`src/rtl/rx_frame_store_ctrl.sv`:
```
// Stores received frames into a circular byte RAM and commits good frames as
// {start, length} descriptors; bad, oversized or unplaceable frames are rewound.
module rx_frame_store_ctrl #(
  parameter int AW         = 11,
  parameter int MAX_FRAME  = 1522,
  parameter int MIN_FRAME  = 64,
  parameter int STORE_FCS  = 1,
  parameter int CRC_WAIT   = 2,
  parameter int DESC_DEPTH = 4
) (
  input  logic          iclk,
  input  logic          irst_n,
  input  logic [2:0]    i_state,
  input  logic          i_change,
  input  logic [7:0]    i_data,
  input  logic          i_dv,
  input  logic          i_error,
  input  logic          i_crc_ok,
  output logic          o_mem_we,
  output logic [AW-1:0] o_mem_addr,
  output logic [7:0]    o_mem_wdata,
  output logic          o_desc_valid,
  output logic [AW-1:0] o_desc_addr,
  output logic [10:0]   o_desc_len,
  input  logic          i_desc_ready,
  input  logic          i_free_valid,
  input  logic [10:0]   i_free_len,
  output logic [AW:0]   o_free,
  output logic [15:0]   o_frames_ok,
  output logic [15:0]   o_frames_drop
);

  localparam int PW = (DESC_DEPTH > 1) ? $clog2(DESC_DEPTH) : 1;
  localparam int CW = (CRC_WAIT > 0) ? $clog2(CRC_WAIT + 1) : 1;
  localparam logic [AW:0]     CAP      = {1'b1, {AW{1'b0}}};
  localparam logic [AW:0]     FREE_REQ = (AW+1)'(MAX_FRAME);
  localparam logic [10:0]     MAX_LEN  = 11'(MAX_FRAME);
  localparam logic [10:0]     MIN_LEN  = 11'(MIN_FRAME);
  localparam logic [CW-1:0]   CRC_LOAD = CW'(CRC_WAIT);
  localparam logic [PW:0]     DEPTH    = (PW+1)'(DESC_DEPTH);

  typedef enum logic [2:0] {IDLE, WRITE, WAIT_CRC, ABORT, DISCARD} state_t;

  function automatic logic byte_accepted(input logic [2:0] st, input logic dv);
    return dv && ((st >= 3'd3 && st <= 3'd6) || (st == 3'd7 && STORE_FCS != 0));
  endfunction

  function automatic logic [AW:0] sat_free(input logic [31:0] v);
    return (v > 32'(CAP)) ? CAP : v[AW:0];
  endfunction

  state_t          state_q;
  logic [AW-1:0]   wr_ptr_q, start_q;
  logic [10:0]     len_q;
  logic [CW-1:0]   crc_cnt_q;
  logic            mem_we_q;
  logic [AW-1:0]   mem_addr_q;
  logic [7:0]      mem_wdata_q;
  logic [AW:0]     free_q, free_d;
  logic [15:0]     ok_q, drop_q;
  logic [PW:0]     wr_idx_q, rd_idx_q;
  logic [AW+10:0]  desc_mem [DESC_DEPTH];

  logic        accept, crc_done, commit, fifo_empty, fifo_full, push, pop;
  logic [PW:0] fifo_cnt;
  logic [31:0] free_sum;

  assign accept     = byte_accepted(i_state, i_dv);
  assign crc_done   = (state_q == WAIT_CRC) && (crc_cnt_q <= CW'(1));
  assign commit     = crc_done && i_crc_ok && (len_q >= MIN_LEN);
  assign fifo_cnt   = wr_idx_q - rd_idx_q;
  assign fifo_empty = (fifo_cnt == '0);
  assign fifo_full  = (fifo_cnt == DEPTH);
  assign push       = commit;
  assign pop        = !fifo_empty && i_desc_ready;

  // Free space: releases and the commit of the current frame net in one step.
  always_comb begin
    free_sum = {{(31-AW){1'b0}}, free_q};
    if (i_free_valid) free_sum = free_sum + {21'b0, i_free_len};
    if (commit)       free_sum = free_sum - {21'b0, len_q};
    free_d = sat_free(free_sum);
  end

  always_ff @(posedge iclk) begin
    if (push) desc_mem[wr_idx_q[PW-1:0]] <= {start_q, len_q};
  end

  always_ff @(posedge iclk or negedge irst_n) begin
    if (!irst_n) begin
      state_q     <= IDLE;
      wr_ptr_q    <= '0;
      start_q     <= '0;
      len_q       <= '0;
      crc_cnt_q   <= '0;
      mem_we_q    <= 1'b0;
      mem_addr_q  <= '0;
      mem_wdata_q <= '0;
      free_q      <= CAP;
      ok_q        <= '0;
      drop_q      <= '0;
      wr_idx_q    <= '0;
      rd_idx_q    <= '0;
    end else begin
      mem_we_q <= 1'b0;
      free_q   <= free_d;
      if (push) wr_idx_q <= wr_idx_q + 1'b1;
      if (pop)  rd_idx_q <= rd_idx_q + 1'b1;
      case (state_q)
        IDLE: begin
          if (i_change && i_state == 3'd3) begin
            start_q <= wr_ptr_q;
            len_q   <= '0;
            // Admission needs a worst-case frame of space and a descriptor slot.
            if (free_q >= FREE_REQ && !fifo_full) begin
              state_q <= WRITE;
              if (accept) begin
                mem_we_q    <= 1'b1;
                mem_addr_q  <= wr_ptr_q;
                mem_wdata_q <= i_data;
                wr_ptr_q    <= wr_ptr_q + 1'b1;
                len_q       <= 11'd1;
              end
            end else begin
              state_q <= DISCARD;
              drop_q  <= drop_q + 1'b1;
            end
          end
        end
        WRITE: begin
          if (i_error || (accept && len_q == MAX_LEN)) begin
            state_q  <= ABORT;
            wr_ptr_q <= start_q;
            drop_q   <= drop_q + 1'b1;
          end else if (i_change && i_state == 3'd0) begin
            state_q   <= WAIT_CRC;
            crc_cnt_q <= CRC_LOAD;
          end else if (accept) begin
            mem_we_q    <= 1'b1;
            mem_addr_q  <= wr_ptr_q;
            mem_wdata_q <= i_data;
            wr_ptr_q    <= wr_ptr_q + 1'b1;
            len_q       <= len_q + 11'd1;
          end
        end
        WAIT_CRC: begin
          if (crc_done) begin
            state_q <= IDLE;
            if (commit) begin
              ok_q <= ok_q + 1'b1;
            end else begin
              wr_ptr_q <= start_q;
              drop_q   <= drop_q + 1'b1;
            end
          end else begin
            crc_cnt_q <= crc_cnt_q - 1'b1;
          end
        end
        ABORT, DISCARD: begin
          if (i_state == 3'd0) state_q <= IDLE;
        end
        default: state_q <= IDLE;
      endcase
    end
  end

  assign o_mem_we      = mem_we_q;
  assign o_mem_addr    = mem_addr_q;
  assign o_mem_wdata   = mem_wdata_q;
  assign o_desc_valid  = !fifo_empty;
  assign o_desc_addr   = fifo_empty ? '0 : desc_mem[rd_idx_q[PW-1:0]][AW+10:11];
  assign o_desc_len    = fifo_empty ? '0 : desc_mem[rd_idx_q[PW-1:0]][10:0];
  assign o_free        = free_q;
  assign o_frames_ok   = ok_q;
  assign o_frames_drop = drop_q;

endmodule

```
`config.mk`:
```
export PLATFORM = sky130hd
export DESIGN_NAME = rx_frame_store_ctrl
export DESIGN_NICKNAME = d
export VERILOG_FILES = /design/src/rtl/rx_frame_store_ctrl.sv
export SDC_FILE = /design/constraint.sdc
export NUM_CORES = 1
export LEC_CHECK = 0
export ABC_CLOCK_PERIOD_IN_PS = 5250
export CAP_MARGIN = 10
export CORE_MARGIN = 3
export CORE_UTILIZATION = 50
export CTS_BUF_LIST = sky130_fd_sc_hd__clkbuf_16
export DETAILED_ROUTE_END_ITERATION = 8
export GPL_ROUTABILITY_DRIVEN = 0
export PLACE_DENSITY_LB_ADDON = 0.05
export RECOVER_POWER = 100
export SLEW_MARGIN = 20
export SYNTH_ARGS = -nofsm -noshare
export SYNTH_HDL_FRONTEND = slang
export SYNTH_SLANG_ARGS = --single-unit
```
`constraint.sdc`:
```
create_clock -name iclk -period 5.25 [get_ports iclk]
set_input_delay 0.525 -clock iclk [delete_from_list [all_inputs] [get_ports iclk]]
set_output_delay 0.525 -clock iclk [all_outputs]
set_load 0.005 [all_outputs]
```
==> metrics.txt <==
WP buf/inv 2; layout cells sized above 1 around 11%; Crit Path Class in -> reg; CP Max Fanout 12; Post-CTS Setup Inserts 0; DR WL/cell 17.7 µm; drt pass-1 iters 5; clock slew at reported path FFs ~0.07 ns; DIE WIDTH 145 µm; Synth top cells by count dfrtp_1 (107), edfxtp_1 (88), nand2_1 (51); max-cap viol count 6; hold depth 1; later-pin clock latency in the skew report 0.43 ns; DRT Wirelength 20,700 µm; core area 18,900 µm²; Post-synth ARST share 55.1%; reg2reg path depth 18; CTS tree yes; final global-route overflow total 0; CP max stage delay 0.44 ns; Setup TNS 0 ns; CP Depth 19; share of the synthesized area in the top cell type 27.7%; fmax between 200 and 250 MHz; run status finished with violations; pwr dens 525 nW/µm²; Final setup viols 0; worst-margin pin slew 2.20 ns; Layout area overhead 20.5%; Initial Utilization 51.3%; Peak VDD IR 0.000301 V; root buffer cell clkbuf_16; PortBufs 116; RSZ-0062 raised after global routing no; # IOs around 120; Fill cells 1,508; Num CTS Buffers 17; vias in the first global route between 6,000 and 7,000; Avg Vias per Cell 5.66; top-count cell post-synth dfrtp_1; delay-heaviest family, CP compound AO/OA/AOI/OAI gates; sequential-to-total area share from yosys stat between 50% and 60%; Ant. Diodes 0; synth unique cells 66; crit path launch type input port; clock buffer depth 2; drt drc 0; post-synthesis cell count 778; violated checks max-capacitance violations, max-slew violations; vias 6,622; placed instance count around 1,100; fin. max-slew vios 204; Final Hold Viols 0; Yosys top cell by area dfrtp_1; warnings from Yosys 0; syn avg cell area 12.4 µm²; fin crit share approximately 90%; Die ar. 21,100 µm²; Worst path slowest cell fa_1; number of synthesized register bits 196; cts hold-fix bufs 0; Die Height 145 µm; data required time at the worst endpoint 5.57 ns; P_leak between 4 and 5 nW; Syn Nets 847; number of synthesized flops with an enable pin between 80 and 90; DR iter-0 viols 436; Clock Skew approximately 0.0079 ns; Synth area leaders dfrtp_1 (28%), edfxtp_1 (27%), mux4_2 (5.1%), ha_1 (4.8%), mux2_2 (4.4%); mapped cell area 9680 µm²; Critical Path End Type flip-flop; Worst slew margin -46.5%; initial antenna violation count 0; GRT Total Usage 20.4%; fin crit period 4.82 ns; Non-Filler Instances between 1,000 and 1,500; total power 6.13 mW; hold slack 0.487 ns; CTS resizes 0; Antenna Nets Post-Route 0; top_reg_cell synth dfrtp_1; htree depth 4; first-pass GRT wire length 35,100 µm; clk sink count approximately 200; CP arrival 5.14 ns; Hold WC Path Type reg -> reg; nets@finish roughly 970; largest net degree at the start of global routing 68; worst-path cell chain clkdlybuf4s50_1, ha_1, fa_1, a211oi_1, o21ai_0, xor2_1, mux2_1, ha_1, nand2_1, o21ai_0, a41oi_1, o211a_1, ha_1, nand2b_1, nand2_1, o311a_1, o21ai_0, clkbuf_2, a221oi_1; HPWL after detailed placement 14,700 µm; row count 50
layout by cell type, fill, tap and decap left out, types with 4 or more instances in the layout:
cell type        instances
nor3_1                  16
mux4_2                  22
clkbuf_16               17
inv_1                   33
a211oi_1                 6
nand4_1                 13
o22ai_1                  9
nand2b_1                 9
clkdlybuf4s50_1         29
a21o_1                  12
edfxtp_1                88
ha_1                    37
nor4_1                   5
or3_1                    7
o21ai_0                 24
mux2i_1                  9
mux2_2                  37
and2_0                   4
dfrtp_1                107
o211ai_1                 7
nor2b_1                 24
xor2_1                  15
nor2_1                  39
a221oi_1                 4
and2_1                   4
a2bb2oi_1                8
dlygate4sd3_1           86
and3_1                   9
clkbuf_1                 7
nand3_1                 17
a21oi_1                 40
nand2_1                 51
a22o_1                   5
xnor2_1                 39
final cells by class:
cell class                 count  area [µm²]  area share [%]
clock inverter                15         155            1.33
tap                          260         325            2.79
multi-input combinational    522        4080            35.0
timing repair buffer         127        1210            10.4
inverter                      32         120            1.03
clock buffer                  17         425            3.65
sequential                   196        5350            45.8
registers in the layout, indices dropped and copies added (netlist names):
register and cells:
o_mem_wdata 8, start_q 11, o_frames_ok 16, o_free 12, desc_mem 88, state_q 3, wr_ptr_q 11, len_q 11
crc_cnt_q 2, o_frames_drop 16, rd_idx_q 3, o_mem_addr 11, o_mem_we 1, wr_idx_q 3
kinds of logic after synthesis:
logic type | count (synthesis) | share of synthesized area, %
and+or+nand+nor | 207 | 10.8
DFF | 196 | 55.2
AOI/OAI and AO/OA | 153 | 11.0
muxes | 69 | 10.5
buffers and inverters | 60 | 2.47
xor gates and xnor gates | 54 | 4.88
adders and majority gates | 39 | 5.19
per-stage QoR:
step                      utilization [%]  worst slack [ns]  instance area, µm²
after global placement               58.9             0.306               11100
final                                61.7             0.434               11700
after floorplan                         -             0.988                9680
after global routing                 61.7             0.129               11700
after detailed placement             59.0            0.0882               11100
after CTS                            62.0             0.507               11700
path summary, 6_finish.rpt:
| path | from | end | slack (ns) |
|---|---|---|---|
| min | o_frames_drop[5] | o_frames_drop[5] | 0.49 |
| max in group asynchronous | irst_n | o_free[9] | 1.86 |
| max reg2reg | o_free[0] | o_free[4] | 0.53 |
| max | i_free_len[0] | o_free[4] | 0.43 |
| min reg2reg | o_frames_drop[5] | o_frames_drop[5] | 0.49 |
| min in group asynchronous | irst_n | o_mem_we | 0.73 |
where the power goes:
part | internal (mW) | leakage (nW) | switching [mW] | total (mW)
clock network | 0.707 | 0.283 | 0.573 | 1.28
registers | 1.92 | 2.27 | 0.351 | 2.27
logic | 1.31 | 2.37 | 1.27 | 2.58
per-layer routing:
metal	vias to the layer above	global-route usage [%]	part of all wire [%]
met2	156	32.8	47
met5	-	0	0
met3	27	5.06	5.3
met4	0	6.36	1.6
met1	3303	27.5	46
li1	3136	-	-
Note: power is estimated with default switching activity, not from simulation.
